==> src/rtl/vga_timing_pkg.sv <==
// Mode tables and helpers shared by the VGA timing generator and its axis counters.
package vga_timing_pkg;

    localparam int DEFAULT_CNT_W = 10;

    typedef struct packed {
        int   disp;
        int   fp;
        int   sync;
        int   bp;
        logic pol;
    } axis_mode_t;

    // Standard VESA modes; pol is the asserted sync level (0 = active-low).
    localparam axis_mode_t MODE_640X480_H  = '{disp: 640,  fp: 16, sync: 96,  bp: 48,  pol: 1'b0};
    localparam axis_mode_t MODE_640X480_V  = '{disp: 480,  fp: 10, sync: 2,   bp: 33,  pol: 1'b0};
    localparam axis_mode_t MODE_800X600_H  = '{disp: 800,  fp: 40, sync: 128, bp: 88,  pol: 1'b1};
    localparam axis_mode_t MODE_800X600_V  = '{disp: 600,  fp: 1,  sync: 4,   bp: 23,  pol: 1'b1};
    localparam axis_mode_t MODE_1024X768_H = '{disp: 1024, fp: 24, sync: 136, bp: 160, pol: 1'b0};
    localparam axis_mode_t MODE_1024X768_V = '{disp: 768,  fp: 3,  sync: 6,   bp: 29,  pol: 1'b0};

    function automatic int axis_total(input int disp, input int fp, input int sync, input int bp);
        return disp + fp + sync + bp;
    endfunction

endpackage

==> src/rtl/vga_axis_counter.sv <==
// One timing axis: wrapping counter plus registered active/sync/coordinate decode.
module vga_axis_counter
    import vga_timing_pkg::*;
#(
    parameter int   CNT_W = DEFAULT_CNT_W,
    parameter int   DISP  = 640,
    parameter int   FP    = 16,
    parameter int   SYNC  = 96,
    parameter int   BP    = 48,
    parameter logic POL   = 1'b0
) (
    input  logic             clk,
    input  logic             rst,
    input  logic             adv,
    output logic             wrap,
    output logic             active,
    output logic             sync,
    output logic [CNT_W-1:0] coord
);

    localparam int               TOTAL   = axis_total(DISP, FP, SYNC, BP);
    localparam logic [CNT_W-1:0] LAST    = CNT_W'(TOTAL - 1);
    localparam logic [CNT_W-1:0] DISP_C  = CNT_W'(DISP);
    localparam logic [CNT_W-1:0] SYNC_LO = CNT_W'(DISP + FP);
    localparam logic [CNT_W-1:0] SYNC_HI = CNT_W'(DISP + FP + SYNC);

    logic [CNT_W-1:0] cnt;
    logic [CNT_W-1:0] cnt_nxt;
    logic             at_last;

    always_comb begin
        at_last = (cnt == LAST);
        wrap    = adv & at_last;
        cnt_nxt = cnt;
        if (adv) begin
            cnt_nxt = at_last ? '0 : cnt + CNT_W'(1);
        end
    end

    // Decoding the next count keeps every output aligned with the counter it describes.
    always_ff @(posedge clk or posedge rst) begin
        if (rst) begin
            cnt    <= '0;
            active <= 1'b1;
            sync   <= ~POL;
            coord  <= '0;
        end else begin
            cnt    <= cnt_nxt;
            active <= (cnt_nxt < DISP_C);
            sync   <= ((cnt_nxt >= SYNC_LO) && (cnt_nxt < SYNC_HI)) ? POL : ~POL;
            coord  <= (cnt_nxt < DISP_C) ? cnt_nxt : '0;
        end
    end

endmodule

==> src/rtl/vga_timing_gen.sv <==
// Parametrised VGA sync/timing generator advancing on pix_en.
// Optional frame counter output enabled by defining VGA_TIMING_FRAME_CNT_EN.
module vga_timing_gen
    import vga_timing_pkg::*;
#(
    parameter int   CNT_W  = DEFAULT_CNT_W,
    parameter int   H_DISP = MODE_640X480_H.disp,
    parameter int   H_FP   = MODE_640X480_H.fp,
    parameter int   H_SYNC = MODE_640X480_H.sync,
    parameter int   H_BP   = MODE_640X480_H.bp,
    parameter int   V_DISP = MODE_640X480_V.disp,
    parameter int   V_FP   = MODE_640X480_V.fp,
    parameter int   V_SYNC = MODE_640X480_V.sync,
    parameter int   V_BP   = MODE_640X480_V.bp,
    parameter logic H_POL  = MODE_640X480_H.pol,
    parameter logic V_POL  = MODE_640X480_V.pol
) (
    input  logic             clk,
    input  logic             rst,
    input  logic             pix_en,
    output logic             h_sync,
    output logic             v_sync,
    output logic             video_on,
    output logic [CNT_W-1:0] pixel_x,
    output logic [CNT_W-1:0] pixel_y,
    output logic             line_start,
    output logic             frame_start
`ifdef VGA_TIMING_FRAME_CNT_EN
    ,
    output logic [15:0]      frame_cnt
`endif
);

    localparam int     H_TOTAL   = axis_total(H_DISP, H_FP, H_SYNC, H_BP);
    localparam int     V_TOTAL   = axis_total(V_DISP, V_FP, V_SYNC, V_BP);
    localparam longint MAX_TOTAL = longint'(1) << CNT_W;

    generate
        if (H_DISP == 0 || H_FP == 0 || H_SYNC == 0 || H_BP == 0 ||
            V_DISP == 0 || V_FP == 0 || V_SYNC == 0 || V_BP == 0) begin : g_bad_segment
            $error("vga_timing_gen: every display, porch and sync width must be non-zero");
        end
        if (longint'(H_TOTAL) > MAX_TOTAL || longint'(V_TOTAL) > MAX_TOTAL) begin : g_bad_total
            $error("vga_timing_gen: H_TOTAL/V_TOTAL exceed the range of CNT_W");
        end
    endgenerate

    logic h_wrap;
    logic v_wrap;
    logic h_active;
    logic v_active;

    vga_axis_counter #(
        .CNT_W (CNT_W),
        .DISP  (H_DISP),
        .FP    (H_FP),
        .SYNC  (H_SYNC),
        .BP    (H_BP),
        .POL   (H_POL)
    ) u_h_axis (
        .clk    (clk),
        .rst    (rst),
        .adv    (pix_en),
        .wrap   (h_wrap),
        .active (h_active),
        .sync   (h_sync),
        .coord  (pixel_x)
    );

    // The vertical axis steps once per horizontal wrap, so v_sync changes on line boundaries.
    vga_axis_counter #(
        .CNT_W (CNT_W),
        .DISP  (V_DISP),
        .FP    (V_FP),
        .SYNC  (V_SYNC),
        .BP    (V_BP),
        .POL   (V_POL)
    ) u_v_axis (
        .clk    (clk),
        .rst    (rst),
        .adv    (h_wrap),
        .wrap   (v_wrap),
        .active (v_active),
        .sync   (v_sync),
        .coord  (pixel_y)
    );

    assign video_on = h_active & v_active;

    always_ff @(posedge clk or posedge rst) begin
        if (rst) begin
            line_start  <= 1'b0;
            frame_start <= 1'b0;
        end else begin
            line_start  <= h_wrap;
            frame_start <= h_wrap & v_wrap;
        end
    end

`ifdef VGA_TIMING_FRAME_CNT_EN
    always_ff @(posedge clk or posedge rst) begin
        if (rst) begin
            frame_cnt <= '0;
        end else if (h_wrap && v_wrap) begin
            frame_cnt <= frame_cnt + 16'd1;
        end
    end
`endif

endmodule

==> config.mk <==
export PLATFORM = sky130hd
export DESIGN_NAME = vga_timing_gen
export DESIGN_NICKNAME = d
export VERILOG_FILES = /design/src/rtl/vga_timing_pkg.sv /design/src/rtl/vga_axis_counter.sv /design/src/rtl/vga_timing_gen.sv
export SDC_FILE = /design/constraint.sdc
export NUM_CORES = 1
export LEC_CHECK = 0
export CORE_UTILIZATION = 40
export CTS_CLUSTER_SIZE = 10
export DETAILED_ROUTE_END_ITERATION = 12
export HOLD_SLACK_MARGIN = 0.1
export MAX_ROUTING_LAYER = met4
export PLACE_DENSITY_LB_ADDON = 0.2
export SETUP_SLACK_MARGIN = 0.4
export SLEW_MARGIN = 30
export SYNTH_ARGS = -nofsm -noshare
export SYNTH_HDL_FRONTEND = slang
export SYNTH_SLANG_ARGS = --single-unit
==> constraint.sdc <==
create_clock -name clk -period 2.95 [get_ports clk]
set_input_delay 0.4425 -clock clk [delete_from_list [all_inputs] [get_ports clk]]
set_output_delay 0.4425 -clock clk [all_outputs]
set_load 0.1 [all_outputs]
==> metrics.csv <==
metric;value;unit
rows;26;
cp_cell_sequence;ha_1 -> or3b_1 -> or3_4 -> or2_4 -> mux2i_4 -> and4b_1;
htree_levels;2;
post-route-drc-count;0;
pwr-share-clk;22.6;%
hold_violations;0;
async_flop_share;100;%
grt_pass1_wl;7910;µm
first_pass_iters;4;
ys_types;57;
period_share;79.7;%
fillers;492;
min_period;2350;ps
dp_hpwl;3250;µm
fin_nets;247;
power;1580;µW
worstHoldPathCells;1;
internal_power;976;µW
reg2reg_depth;6;
drv_slew;0;
tightest_slew;754;ps
viasPerCell;5.43;
insertion_delay;300;ps
worst_hold_path_type;reg -> reg;
synth_nets;220;
antenna_cells;0;
status;finished, final reports clean;
maxSlewHeadroom;49.7;%
synth_top_cell_area_share;46.6;%
synth_edf_count;0;
rsz0062_at_grt;false;
powerDensity;611;nW/µm²
place.gp.congestion;0.870;
crit_type;reg -> reg;
dieHeight;77.1;µm
multi_input_area;988;µm²
cp-start-kind;flip-flop;
antenna_found_initial;0;
fp.coreArea;5270;µm²
netlist_instances;214;
netlist_area;2250;µm²
regToRegStartpoint;u_h_axis.cnt[0];
stdcell_area;2590;µm²
finalWirelength;4680;µm
finalSetupViolations;0;
cp.required;3130;ps
min-delay-start;u_h_axis.cnt[0];
track_usage;17.3;%
ys_ff_latch;46;
hold_end;u_h_axis.cnt[0];
power_frac_seq;47.5;%
io_pins;28;
placed_area;2510;µm²
synth_top_area_cell;dfrtp_1;
drt_iter0_drc;92;
synth_area_per_cell;10.5;µm²
utilization;49.2;%
ys_top_cells_by_count;dfrtp_1 (42), nand2_1 (15), inv_1 (12), o21ai_0 (12), nand3_1 (11);
max_freq;425;MHz
netlist_top_cells_area;dfrtp_1 (47%), dfstp_2 (4.7%), o21ai_0 (2.7%);
cpPeakStageDelay;400;ps
p_sw;608;µW
p_comb_share;29.9;%
fin_hold_ws;528;ps
clock_sinks;46;
cts_tree;yes;
irDropWorstVdd;0.585;mV
crit_start;u_h_axis.cnt[0];
switching_share;38.4;%
ant_nets;0;
slowest_stage;or3_4;
ys_warn_count;0;
clk_path_buf_depth;2;
r2r_slack;600;ps
ys_seq_area_share;51.3;%
worstPathArrival;2530;ps
path_buf_inv;0;
initial_core_util;42.8;%
synth_ff_type;dfrtp_1;
tns;0;ps
hold_buffers;0;
wire_per_inst;15.0;µm
syn_to_final_growth;15.0;%
die_w;77.1;µm
r2r_end;u_v_axis.coord[8];
num_vias;1695;
path_max_fanout;10;
cap_viol_max_count;0;
grt_pass1_vias;1619;
drive_gt1_share;20.2;%
die_area;5940;µm²
cts-root-buf;clkbuf_8;
yosysMostFrequentCell;dfrtp_1;
crit_path_end_kind;flip-flop;
numPortBuffers;27;
clock_skew;13.6;ps
cts_made_buffers;5;
clk_pin_slew;90;ps
crit_family;simple AND/OR/NAND/NOR gates;
grt_max_degree;47;
regArea;1160;µm²
post_cts_buffers;0;
leakagePower;0.00119;µW
grt-ovfl-total;0;
post_cts_resized;0;
per-stage QoR:
| stage | setup slack, ps | cells |
|---|---|---|
| 2_1_floorplan | 825 | 214 |
| 3_3_place_gp | 391 | 304 |
| 3_5_place_dp | 343 | 304 |
| 4_1_cts | 595 | 312 |
| 5_1_grt | 464 | 312 |
| 6_report | 599 | 312 |
placed cells by master, fill, tap and decap left out, types with 4 or more instances in the layout:
cell and count:
a21oi_1 4, and2_1 4, and3_1 7, buf_4 28, clkbuf_8 5, dfrtp_1 42, dfstp_2 4, inv_1 11
nand2_1 15, nand3_1 11, nand4_1 9, nor2_1 6, nor2b_1 4, nor3b_1 7, o21ai_0 12, o31ai_1 4
xnor2_1 4
logic make-up (layout without fill, tap and decap cells):
| logic type | Yosys count | in the layout | synth area share, % |
|---|---|---|---|
| buf+inv | 23 | 51 | 4.88 |
| fa+ha+maj | 3 | 3 | 1.66 |
| xor+xnor | 7 | 7 | 2.72 |
| other cells | 1 | 1 | 0.166 |
| compound gates | 40 | 40 | 12.2 |
| flops | 46 | 46 | 51.3 |
| simple gates | 90 | 90 | 24.8 |
| mux | 4 | 4 | 2.33 |
power groups by stage:
stage	combinational (µW)	sequential [µW]	clock [µW]
global placement	471	762	0
finish	474	752	358
global route	498	763	399
CTS	478	752	377
detailed placement	477	764	0
floorplan	122	1010	0
metal layers:
layer	global-route usage (%)	share of wire, %
met5	-	0
met4	5.85	1.3
met3	3.57	6.7
met1	23.8	47
met2	25.4	45
flip-flops by register name, indices dropped and copies added (netlist names):
name / count
u_h_axis.cnt: 10
u_h_axis.coord: 10
u_v_axis.cnt: 10
u_v_axis.coord: 10
frame_start: 1
line_start: 1
u_h_axis.active: 1
u_h_axis.sync: 1
u_v_axis.active: 1
u_v_axis.sync: 1
worst max path at each step:
stage / to / slack, ps / depth (start not counted)
after global placement: u_v_axis.coord[8] / 390 / 6
after floorplan: u_v_axis.coord[8] / 820 / 6
after global routing: u_v_axis.coord[1] / 460 / 5
after detailed placement: u_v_axis.coord[8] / 340 / 6
final: u_v_axis.coord[8] / 600 / 6
after CTS: u_v_axis.coord[8] / 590 / 6
layout make-up:
type                            count  area share [%]
Clock buffer                        8            3.09
Timing Repair Buffer               30            8.88
Inverter                           13            1.98
Multi-Input combinational cell    145            38.1
Tap cell                           70            3.38
Sequential cell                    46            44.6
No activity file was read; power rests on OpenSTA's default activity.
